`config.mk`:
```
export PLATFORM = sky130hd
export DESIGN_NAME = mul_table_writer
export DESIGN_NICKNAME = d
export VERILOG_FILES = /design/src/rtl/mul_table_pkg.sv /design/src/rtl/mul_table_entry.sv /design/src/rtl/mul_table_writer.sv
export SDC_FILE = /design/constraint.sdc
export NUM_CORES = 1
export LEC_CHECK = 0
export ABC_AREA = 1
export BUFFER_PORTS_ARGS = -buffer_cell sky130_fd_sc_hd__buf_2
export CAP_MARGIN = 20
export CORE_UTILIZATION = 35
export DETAILED_ROUTE_END_ITERATION = 8
export PLACE_DENSITY = 0.58
export SLEW_MARGIN = 20
export SYNTH_ARGS = -nofsm -noshare
export SYNTH_HDL_FRONTEND = slang
export SYNTH_SLANG_ARGS = --single-unit
```
`constraint.sdc`:
```
create_clock -name CLK -period 4.5 [get_ports CLK]
set_input_delay 0.675 -clock CLK [delete_from_list [all_inputs] [get_ports CLK]]
set_output_delay 0.675 -clock CLK [all_outputs]
set_load 0.05 [all_outputs]
```
`src/rtl/mul_table_pkg.sv`:
```
// Shared definitions for the multiply-table loader: state encoding,
// default geometry and the reference rule for one table entry.
package mul_table_pkg;

    // Default table geometry: 64 entries of 8 bits.
    localparam int MT_AW = 6;
    localparam int MT_DW = 8;

    // Sequencer states.
    typedef enum logic [2:0] {
        ST_IDLE  = 3'd0,
        ST_WRITE = 3'd1,
        ST_READ  = 3'd2,
        ST_CHECK = 3'd3,
        ST_FIN   = 3'd4
    } mt_state_e;

    // Table entry for an address: upper half times lower half, unsigned.
    // The result is returned zero-extended to 32 bits; callers truncate.
    function automatic logic [31:0] mt_entry(input logic [31:0] addr,
                                             input int unsigned aw);
        logic [31:0] half_mask;
        logic [31:0] op_hi;
        logic [31:0] op_lo;
        half_mask = (32'd1 << (aw / 32'd2)) - 32'd1;
        op_hi     = (addr >> (aw / 32'd2)) & half_mask;
        op_lo     = addr & half_mask;
        return op_hi * op_lo;
    endfunction

endpackage

```
`src/rtl/mul_table_entry.sv`:
```
// Combinational table-entry generator: address in, zero-extended
// product of its two halves out. Feeds both the write data and the
// expected value used during read-back.
module mul_table_entry
    import mul_table_pkg::*;
#(
    parameter int AW = MT_AW,
    parameter int DW = MT_DW
) (
    input  logic [AW-1:0] i_addr,
    output logic [DW-1:0] o_data
);

    // The product of two AW/2-bit operands fits in AW bits, and DW >= AW,
    // so truncating the 32-bit helper result to DW bits loses nothing.
    assign o_data = DW'(mt_entry(32'(i_addr), AW));

endmodule

```
`src/rtl/mul_table_writer.sv`:
```
// Multiply-table loader. On START it writes every RAM entry with the
// product of its address halves, optionally reads the whole table back
// and flags the first address whose data disagrees. All outputs are
// registered from the current state, so pins lag the state by a cycle.
module mul_table_writer
    import mul_table_pkg::*;
#(
    parameter int AW     = MT_AW,
    parameter int DW     = MT_DW,
    parameter bit VERIFY = 1'b1
) (
    input  logic          CLK,
    input  logic          RST,
    input  logic          START,
    output logic          BUSY,
    output logic          DONE,
    output logic          ERR,
    output logic [AW-1:0] ERR_ADDR,
    output logic          CS,
    output logic          WR,
    output logic          RD,
    output logic [AW-1:0] ADDRESS,
    output logic [DW-1:0] DATA_OUT,
    input  logic [DW-1:0] DATA_IN
);

    localparam logic [AW-1:0] CNT_LAST = {AW{1'b1}};
    localparam logic [AW-1:0] CNT_ZERO = {AW{1'b0}};
    localparam logic [AW-1:0] CNT_ONE  = {{(AW-1){1'b0}}, 1'b1};

    // Sequencer state and address counter.
    mt_state_e     r_state;
    mt_state_e     w_next_state;
    logic [AW-1:0] r_cnt;
    logic [AW-1:0] w_cnt_next;
    logic          w_accept;

    // Per-state pin decode, registered below.
    logic          w_busy;
    logic          w_done;
    logic          w_wr;
    logic          w_rd;
    logic          w_drive_addr;

    // Table entry for the current counter value.
    logic [DW-1:0] w_entry;

    // Registered pins.
    logic          r_busy;
    logic          r_done;
    logic          r_cs;
    logic          r_wr;
    logic          r_rd;
    logic [AW-1:0] r_address;
    logic [DW-1:0] r_data_out;
    logic          r_err;
    logic [AW-1:0] r_err_addr;

    // Read-back pipeline: r_exp travels with r_address; the r_chk_*
    // stage lines it up with DATA_IN one cycle after RD was presented.
    logic [DW-1:0] r_exp;
    logic          r_chk_vld;
    logic [AW-1:0] r_chk_addr;
    logic [DW-1:0] r_chk_exp;
    logic          w_mismatch;

    mul_table_entry #(
        .AW (AW),
        .DW (DW)
    ) u_entry (
        .i_addr (r_cnt),
        .o_data (w_entry)
    );

    // Next-state and counter logic; the counter only wraps on a phase change.
    always_comb begin
        w_next_state = r_state;
        w_cnt_next   = r_cnt;
        w_accept     = 1'b0;
        case (r_state)
            ST_IDLE: begin
                if (START) begin
                    w_next_state = ST_WRITE;
                    w_cnt_next   = CNT_ZERO;
                    w_accept     = 1'b1;
                end else begin
                    w_next_state = ST_IDLE;
                end
            end
            ST_WRITE: begin
                if (r_cnt == CNT_LAST) begin
                    w_cnt_next   = CNT_ZERO;
                    w_next_state = VERIFY ? ST_READ : ST_FIN;
                end else begin
                    w_cnt_next   = r_cnt + CNT_ONE;
                end
            end
            ST_READ: begin
                if (r_cnt == CNT_LAST) begin
                    w_cnt_next   = CNT_ZERO;
                    w_next_state = ST_CHECK;
                end else begin
                    w_cnt_next   = r_cnt + CNT_ONE;
                end
            end
            ST_CHECK: begin
                w_next_state = ST_FIN;
            end
            ST_FIN: begin
                w_next_state = ST_IDLE;
            end
            default: begin
                w_next_state = ST_IDLE;
                w_cnt_next   = CNT_ZERO;
            end
        endcase
    end

    // State and counter registers.
    always_ff @(posedge CLK or posedge RST) begin
        if (RST) begin
            r_state <= ST_IDLE;
            r_cnt   <= CNT_ZERO;
        end else begin
            r_state <= w_next_state;
            r_cnt   <= w_cnt_next;
        end
    end

    // Pin decode for the current state; WR and RD come from disjoint states.
    always_comb begin
        w_busy       = 1'b0;
        w_done       = 1'b0;
        w_wr         = 1'b0;
        w_rd         = 1'b0;
        w_drive_addr = 1'b0;
        case (r_state)
            ST_IDLE: begin
                w_busy = 1'b0;
            end
            ST_WRITE: begin
                w_busy       = 1'b1;
                w_wr         = 1'b1;
                w_drive_addr = 1'b1;
            end
            ST_READ: begin
                w_busy       = 1'b1;
                w_rd         = 1'b1;
                w_drive_addr = 1'b1;
            end
            ST_CHECK: begin
                w_busy = 1'b1;
            end
            ST_FIN: begin
                w_done = 1'b1;
            end
            default: begin
                w_busy = 1'b0;
            end
        endcase
    end

    // Register the RAM pins, status pins and the expected value for each address.
    always_ff @(posedge CLK or posedge RST) begin
        if (RST) begin
            r_busy     <= 1'b0;
            r_done     <= 1'b0;
            r_cs       <= 1'b0;
            r_wr       <= 1'b0;
            r_rd       <= 1'b0;
            r_address  <= CNT_ZERO;
            r_data_out <= {DW{1'b0}};
            r_exp      <= {DW{1'b0}};
        end else begin
            r_busy <= w_busy;
            r_done <= w_done;
            r_cs   <= w_wr | w_rd;
            r_wr   <= w_wr;
            r_rd   <= w_rd;
            if (w_drive_addr) begin
                r_address <= r_cnt;
                r_exp     <= w_entry;
            end
            if (w_wr) begin
                r_data_out <= w_entry;
            end
        end
    end

    // Delay the issued address and its expected data to meet the returning read data.
    always_ff @(posedge CLK or posedge RST) begin
        if (RST) begin
            r_chk_vld  <= 1'b0;
            r_chk_addr <= CNT_ZERO;
            r_chk_exp  <= {DW{1'b0}};
        end else begin
            r_chk_vld  <= r_rd;
            r_chk_addr <= r_address;
            r_chk_exp  <= r_exp;
        end
    end

    assign w_mismatch = r_chk_vld && (DATA_IN != r_chk_exp);

    // Sticky error flag that keeps the first failing address; cleared on a new load.
    always_ff @(posedge CLK or posedge RST) begin
        if (RST) begin
            r_err      <= 1'b0;
            r_err_addr <= CNT_ZERO;
        end else if (w_accept) begin
            r_err      <= 1'b0;
            r_err_addr <= CNT_ZERO;
        end else if (w_mismatch && !r_err) begin
            r_err      <= 1'b1;
            r_err_addr <= r_chk_addr;
        end
    end

    assign BUSY     = r_busy;
    assign DONE     = r_done;
    assign ERR      = r_err;
    assign ERR_ADDR = r_err_addr;
    assign CS       = r_cs;
    assign WR       = r_wr;
    assign RD       = r_rd;
    assign ADDRESS  = r_address;
    assign DATA_OUT = r_data_out;

endmodule

```
==> results of run 1 <==
-- sequential cells by signal, indices dropped and copies added (netlist names) --
register and cells:
r_exp 6, RD 1, r_chk_vld 1, r_chk_addr 6
BUSY 1, DATA_OUT 6, ADDRESS 6, WR 1
ERR 1, CS 1, DONE 1, r_state 3
r_cnt 6, r_chk_exp 6, ERR_ADDR 6
-- cell usage after synthesis, drive strengths merged --
cell type | n | area (µm²)
nor2 | 19 | 76.3
a31oi | 2 | 12.5
nand3b | 1 | 7.51
fa | 2 | 40.0
conb | 1 | 3.75
buf | 6 | 68.8
inv | 35 | 139
a21oi | 3 | 18.8
o22ai | 1 | 12.5
o21ai | 16 | 110
a22oi | 1 | 7.51
ha | 6 | 75.1
nand2 | 64 | 270
nand4 | 6 | 37.5
nor3b | 1 | 7.51
xor2 | 2 | 17.5
dfrtp | 52 | 1300
nor3 | 1 | 5.00
nand3 | 16 | 103
xnor2 | 1 | 8.76
-- logic make-up (layout without fill, tap and decap cells) --
group           Yosys count  count (layout)
buf+inv                  41              77
fa+ha+maj                 8               8
simple gates            108             108
flops                    52              52
xor+xnor                  3               3
other cells               1               2
compound gates           23              23
-- power groups by stage --
stage | registers (mW) | clock network [mW] | logic, mW
after CTS | 0.467 | 0.274 | 0.0221
final | 0.467 | 0.263 | 0.0209
after global routing | 0.467 | 0.295 | 0.0248
after detailed placement | 0.476 | 0 | 0.0221
after global placement | 0.476 | 0 | 0.0217
after floorplan | 0.476 | 0 | 0.0154
-- metrics by stage --
| step | instances | hold WS (ns) | util [%] | worst slack, ns | total power [mW] |
|---|---|---|---|---|---|
| floorplan | 237 | 0.354 | - | 2.49 | 0.492 |
| global placement | 342 | 0.366 | 39.5 | 2.39 | 0.498 |
| detailed placement | 342 | 0.368 | 39.5 | 2.35 | 0.498 |
| CTS | 350 | 0.390 | 40.9 | 2.34 | 0.763 |
| global route | 350 | 0.400 | 40.9 | 2.23 | 0.787 |
| finish | 350 | 0.382 | 40.9 | 2.35 | 0.751 |
-- final cells by class --
| class | instances | area, µm² |
|---|---|---|
| flip-flops and latches | 52 | 1300 |
| multi-input cells | 144 | 817 |
| fillers | 634 | 3770 |
| well taps | 77 | 96.3 |
| clock buffers | 6 | 72.6 |
| inverters | 35 | 140 |
| repair buffers | 34 | 170 |
| clock inverters | 2 | 16.3 |
-- cell usage in the layout (no fill, tap or decap), types with 2 or more instances in the layout --
cell / instances
nand2_1: 56
o21ai_0: 6
nand4_1: 6
nand3_2: 2
nor2_1: 17
o21ai_2: 5
clkbuf_8: 5
nand3_1: 13
a31oi_1: 2
nand2_2: 6
inv_2: 6
nor2_2: 2
o21ai_1: 4
a21oi_1: 2
dfrtp_1: 52
inv_1: 26
xor2_1: 2
fa_1: 2
ha_1: 6
nand2_4: 2
conb_1: 2
buf_2: 34
-- worst max path at each step --
stage | start | endpoint | slack (ns) | cells past startpoint
global placement | r_cnt[2] | r_exp[4] | 2.39 | 8
global route | r_cnt[2] | r_exp[4] | 2.23 | 8
finish | r_cnt[2] | r_exp[4] | 2.35 | 8
floorplan | r_cnt[2] | r_exp[4] | 2.49 | 9
detailed placement | r_cnt[2] | r_exp[4] | 2.35 | 8
CTS | r_cnt[2] | r_exp[4] | 2.34 | 8
-- layer usage --
metal  vias up  global-route usage [%]
met5         -                       0
met4         0                    4.16
met3         2                    3.36
met2        28                    22.1
met1       762                    17.2
li1        810                       -
==> qor.txt, run 1 <==
POWER AND IR DROP
---------------------------------------------------------------------------------
Internal power consumption                                               0.582 mW
Switching part of the total                                                 22.4%
Switching power                                                          0.168 mW
Leakage Power                                                             1.40 nW
Share of power burned in the clock network                                  35.0%
Power share of the sequential group                                         62.2%
Power per Cell Area                                                    287 mW/mm²
Maximum vdd drop                                                         0.147 mV
Comb pwr share                                                               2.8%

SETUP PATH
---------------------------------------------------------------------------------
Category of the worst setup path launch point                           flip-flop
Required arrival time at the worst endpoint                               4.70 ns
Origin of the critical flop-to-flop path                                 r_cnt[2]
Critical Path Most Common Cell                                            nand2_1
Register-to-Register Path Depth                                                 8
Flop-to-flop setup slack                                                  2.35 ns
Worst-path cell with the longest stage delay                                 fa_1
Destination of the worst register-to-register timing path                r_exp[4]
Worst path bufs/invs                                                            1
Endpoint class of the critical path                                     flip-flop
Data arrival time of the critical path                                    2.36 ns
Classification of the worst setup path                               flip-flop to flip-flop
Delay of the slowest cell on the worst path                               0.55 ns
Dominant delay contributor by cell family on the critical path        adder cells
Critical-path maximum fanout                                                    7
Worst-path cell chain                                                nand2_1, fa_1, inv_1, ha_1, fa_1, xor2_1, nand2_1, nand2_1

CLOCK TREE
---------------------------------------------------------------------------------
Latest clock arrival within the worst-skew pair                           0.30 ns
Number of gates resized after CTS                                               0
H-Tree Level Count                                                              2
CTS Buf Count                                                                   5
Clock slew seen by the registers of the worst setup and hold paths        0.09 ns
Count of hold buffers inserted by post-cts repair                               0
TritonCTS sink count                                                           52
Clock tree from TritonCTS                                                   built
Post-CTS Repair Setup Buffers                                                   0
Maximum buffer depth of the clock tree                                          2
Clock Tree Root                                                          clkbuf_8

RUN STATUS
---------------------------------------------------------------------------------
Result of the run                                                    finished clean

GLOBAL ROUTING
---------------------------------------------------------------------------------
Antenna violations before repair                                                0
Global routing usage summed across all routing layers                       13.3%
Global-route wire length before repair                                    7400 µm
Grt ovf                                                                         0
Vias in the first global route                                               1601
Maximum number of pins on one net before global-route repair                   53

WORST HOLD PATH
---------------------------------------------------------------------------------
Hold Path Class                                                      flip-flop to flip-flop
WHS Path Cells                                                                  0
Start point of the worst min-delay path                                        RD
Worst Hold Path EP                                                      r_chk_vld

SYNTHESIS
---------------------------------------------------------------------------------
Fraction of the mapped netlist area in simple logic gates                   21.8%
Average footprint of a synthesized cell                                  9.84 µm²
Number of synthesis warnings                                                    0
Largest family of logic cells by synthesized area                    simple AND/OR/NAND/NOR gates
Gate count after technology mapping                                           236
Adder-cell share of the synthesized area                                    4.96%
Number of distinct library cells after synthesis                               34
Post-synthesis compound-gate area fraction                                  6.95%
Share of cell area taken by muxes after synthesis                              0%
Netlist area before placement                                         0.00232 mm²
#FFs+latches synth                                                             52
Seq/Total Area, Yosys                                                       56.0%
Post-Synth XOR/XNOR Area                                                    1.13%

DRT
---------------------------------------------------------------------------------
Post-DR wirelength/cell                                                   11.7 µm
DR iter-0 viols                                                                72
Iteration count of the initial detailed-routing pass                            4
Via-per-instance ratio                                                       4.58
WL met3                                                                    134 µm
Routed length on met1                                                     1950 µm
Total number of vias                                                         1602
Met2 wire length                                                          1970 µm
Wire length after detailed routing                                        4080 µm
DRC violations left                                                             0
Count of antenna-violating nets left after detailed routing                     0
Max Used Layer                                                               met4

TIMING
---------------------------------------------------------------------------------
Final Cycle Share                                                           47.8%
Final count of hold timing violations                                           0
Slew Viols, Final                                                               0
Worst clock skew on the final layout                                   0.00598 ns
Setup tns final                                                              0 ns
Max-slew headroom at the worst pin                                          41.7%
Top achievable clock speed                                              0.465 GHz
Unrepaired setup endpoints after global routing                             false
Shortest period the worst path allows                                     2.15 ns
# setup viols final                                                             0
Actual slew at the worst max-slew pin                                    0.873 ns

FINISH
---------------------------------------------------------------------------------
Synth-to-layout area growth                                                 12.6%
Final instance area                                                   0.00261 mm²
Layout cells sized above 1                                                  26.0%
Final #Nets                                                                   291
Antenna Diode Count                                                             0

DIE
---------------------------------------------------------------------------------
Vertical die dimension                                                    83.5 µm
Die Footprint                                                         0.00696 mm²
Boundary Pins                                                                  37
Placeable Area                                                        0.00639 mm²
Die Width                                                                 83.5 µm
Row cnt                                                                        29
Starting Density                                                            36.4%

PLACE
---------------------------------------------------------------------------------
Dpl cell area                                                         0.00252 mm²
Port Buffer Count                                                              34
Hpwl dp                                                                   3010 µm
RePlAce Congestion                                                          0.829

JOB
---------------------------------------------------------------------------------
Max-cap check violation count                                                   0

No activity file was read; power rests on OpenSTA's default activity.
==> run 2: changes to the inputs <==
--- a/config.mk
+++ b/config.mk
@@ -5,7 +5,7 @@
 export SDC_FILE = /design/constraint.sdc
 export NUM_CORES = 1
 export LEC_CHECK = 0
-export ABC_AREA = 1
+export ABC_AREA = 0
 export BUFFER_PORTS_ARGS = -buffer_cell sky130_fd_sc_hd__buf_2
 export CAP_MARGIN = 20
 export CORE_UTILIZATION = 35
==> constraint.sdc (replaced) <==
create_clock -name CLK -period 2.26 [get_ports CLK]
set_input_delay 0.339 -clock CLK [delete_from_list [all_inputs] [get_ports CLK]]
set_output_delay 0.339 -clock CLK [all_outputs]
set_load 0.05 [all_outputs]
==> run 2 against run 1 <==
Effect of this change:
- critical path depth decreased by 2
- register-to-register slack got worse by 2.1 ns
- critical endpoint is now DATA_OUT[3]
- synthesized area decreased by 4.7%
- global-route usage increased by 0.28 points
- synthesized cell count decreased by 24%
- core utilization increased by 2.1 points
- largest power group unchanged
- cell count decreased by 15%
==> qor.txt, run 2 <==
POWER AND IR DROP
-----------------------------------------------------------------------------------------
Internal power consumption                                                        1.90 mW
Maximum vdd drop                                                                 0.497 mV
Switching part of the total                                                         39.2%
Comb pwr share                                                                      39.9%
Share of power burned in the clock network                                          17.1%
Total power                                                                       3.12 mW
Power share of the sequential group                                                 43.0%
Power per Cell Area                                                           1200 mW/mm²
Switching power                                                                   1.22 mW
Leakage Power                                                                     1.31 nW

DRT
-----------------------------------------------------------------------------------------
WL met3                                                                            161 µm
Iteration count of the initial detailed-routing pass                                    4
Max Used Layer                                                                       met4
DRC violations left                                                                     0
Post-DR wirelength/cell                                                           13.1 µm
DR iter-0 viols                                                                        82
Count of antenna-violating nets left after detailed routing                             0
Met2 wire length                                                                  1790 µm
Wire length after detailed routing                                                3900 µm
Via-per-instance ratio                                                               4.65
Routed length on met1                                                             1920 µm
Total number of vias                                                                 1381

CLOCK TREE
-----------------------------------------------------------------------------------------
Count of hold buffers inserted by post-cts repair                                       0
Post-CTS Repair Setup Buffers                                                           0
Latest clock arrival within the worst-skew pair                                   0.29 ns
Maximum buffer depth of the clock tree                                                  2
Clock tree from TritonCTS                                                           built
Clock slew seen by the registers of the worst setup and hold paths                0.09 ns
Number of gates resized after CTS                                                       0
CTS Buf Count                                                                           5
H-Tree Level Count                                                                      2
TritonCTS sink count                                                                   52
Clock Tree Root                                                                  clkbuf_8

TIMING
-----------------------------------------------------------------------------------------
Final count of hold timing violations                                                   0
# setup viols final                                                                     0
Actual slew at the worst max-slew pin                                            0.518 ns
Unrepaired setup endpoints after global routing                                     false
Final Cycle Share                                                                   90.6%
Max-slew headroom at the worst pin                                                  65.4%
Slew Viols, Final                                                                       0
Setup ws final                                                                   0.213 ns
Top achievable clock speed                                                      0.489 GHz
Setup tns final                                                                      0 ns
Worst clock skew on the final layout                                           0.00831 ns
Shortest period the worst path allows                                             2.05 ns

SETUP PATH
-----------------------------------------------------------------------------------------
Delay of the slowest cell on the worst path                                       0.53 ns
Data arrival time of the critical path                                            2.23 ns
Dominant delay contributor by cell family on the critical path                adder cells
Worst path bufs/invs                                                                    1
Category of the worst setup path launch point                                   flip-flop
Worst-path cell chain                                                        nand2_1, fa_1, inv_1, ha_1, fa_1, mux2_2
Critical-path maximum fanout                                                            2
Required arrival time at the worst endpoint                                       2.45 ns
Critical Path Most Common Cell                                                       fa_1
Endpoint class of the critical path                                             flip-flop
Classification of the worst setup path                                       flip-flop to flip-flop
Worst-path cell with the longest stage delay                                         fa_1

PLACE
-----------------------------------------------------------------------------------------
Dpl cell area                                                                 0.00250 mm²
Port Buffer Count                                                                      34
RePlAce Congestion                                                                  0.770
Pre-CTS setup slack                                                              0.225 ns
Hpwl dp                                                                           2830 µm

SYNTHESIS
-----------------------------------------------------------------------------------------
Number of distinct library cells after synthesis                                       39
Main synth FF type                                                                dfrtp_1
Number of synthesis warnings                                                            0
Most frequently used cell type in the post-synthesis netlist                      dfrtp_1
Netlist area before placement                                                 0.00221 mm²
Cell taking the most area after synthesis                                         dfrtp_1
Share of the synthesized area in the top cell type                                  58.8%
Number of enable-type register cells in the synthesized netlist                         0
Average footprint of a synthesized cell                                          12.4 µm²
Proportion of register bits with asynchronous set or reset after synthesis           100%
Top cells by count, synth                                                    dfrtp_1, nand2_1, mux2_2
Gate count after technology mapping                                                   179
#FFs+latches synth                                                                     52
Seq/Total Area, Yosys                                                               58.8%
Cell types occupying the most area after synthesis                           dfrtp_1, mux2_2, mux2i_1

RUN STATUS
-----------------------------------------------------------------------------------------
Result of the run                                                            finished clean

DIE
-----------------------------------------------------------------------------------------
Vertical die dimension                                                            81.5 µm
Starting Density                                                                    36.7%
Placeable Area                                                                0.00603 mm²
Die Footprint                                                                 0.00664 mm²
Boundary Pins                                                                          37
Die Width                                                                         81.5 µm
Row cnt                                                                                28

FINISH
-----------------------------------------------------------------------------------------
Final #Nets                                                                           240
Final instance area                                                           0.00259 mm²
Layout cells sized above 1                                                          30.6%
Most common library cell in the layout ignoring fill and taps                     dfrtp_1
Antenna Diode Count                                                                     0
Leading cell types in the layout, fill and taps excluded                     dfrtp_1, buf_2, nand2_1, mux2_2, nor2_1
Count of filler cells inserted in the layout                                          581
Synth-to-layout area growth                                                         17.3%

GLOBAL ROUTING
-----------------------------------------------------------------------------------------
Global-route wire length before repair                                            6780 µm
Antenna violations before repair                                                        0
Global routing usage summed across all routing layers                               13.6%
Grt ovf                                                                                 0
Maximum number of pins on one net before global-route repair                           31
Vias in the first global route                                                       1443

JOB
-----------------------------------------------------------------------------------------
Max-cap check violation count                                                           0

WORST HOLD PATH
-----------------------------------------------------------------------------------------
Hold Path Class                                                              primary input to asynchronous set/reset pin

-- run 2: cell count changes after synthesis, moves of 5 or more --
cell     before  now
inv_1        27    4
nand2_2       6    0
o21ai_2       5    0
nand2_1      56   21
nand3_1      13    2
nor2_1       17    9
mux2_2        0   12
inv_2         6    0
mux2i_1       0    8
-- run 2: path summary, 6_finish.rpt --
| path | slack (ns) | cells past startpoint | endpoint | startpoint |
|---|---|---|---|---|
| max in group asynchronous | 1.66 | 3 | r_exp[0] | RST |
| max | 0.21 | 6 | DATA_OUT[3] | r_cnt[3] |
| min reg2reg | 0.38 | 0 | r_chk_exp[2] | r_exp[2] |
| min in group CLK | 0.38 | 0 | r_chk_exp[2] | r_exp[2] |
| min | 0.06 | 2 | BUSY | RST |
| max reg2reg | 0.21 | 6 | DATA_OUT[3] | r_cnt[3] |
-- run 2: worst reg2reg max path: cells and delay by family (launching register included) --
kind	cells	cell delay [ns]
multiplexers	1	0.27
buffers and inverters	1	0.04
adder cells (fa/ha/maj)	3	1.19
AND/OR/NAND/NOR	1	0.08
flip-flops	1	0.36
-- run 2: final cells by class --
cell class                      count  area (µm²)  area share (%)
Multi-Input combinational cell    115         840            32.4
Inverter                            4        15.0           0.579
Tap cell                           75        93.8            3.62
Sequential cell                    52        1300            50.2
Timing Repair Buffer               43         250            9.65
Clock inverter                      1        7.51           0.289
Clock buffer                        7        86.3            3.33
-- run 2: cells by family after synthesis --
kind of cell | share of synthesized area (%)
AO/OA/AOI/OAI | 7.01
XOR/XNOR | 3.17
adder cells (fa/ha/maj) | 5.20
buffers and inverters | 3.39
flip-flops | 58.8
multiplexers | 9.73
other | 0.170
AND/OR/NAND/NOR | 12.5
-- run 2: routing by layer --
layer | up-vias | global-route usage (%)
met5 | - | 0
met4 | 0 | 4.46
met3 | 4 | 3.33
met2 | 29 | 22.0
met1 | 660 | 17.8
li1 | 688 | -
-- run 2: through the flow --
step | utilization [%] | cells | hold WS, ns
2_1_floorplan | - | 180 | 0.348
3_3_place_gp | 41.5 | 289 | 0.359
3_5_place_dp | 41.5 | 289 | 0.363
4_1_cts | 43.0 | 297 | 0.0720
5_1_grt | 43.0 | 297 | 0.0885
6_report | 43.0 | 297 | 0.0606
-- run 2: power groups by stage --
stage                     sequential [mW]  combinational [mW]  clock (mW)
after global routing                 1.38                1.37       0.598
after CTS                            1.35                1.26       0.556
after global placement               1.36                1.25           0
final                                1.34                1.24       0.534
after floorplan                      1.74               0.539           0
after detailed placement             1.36                1.25           0
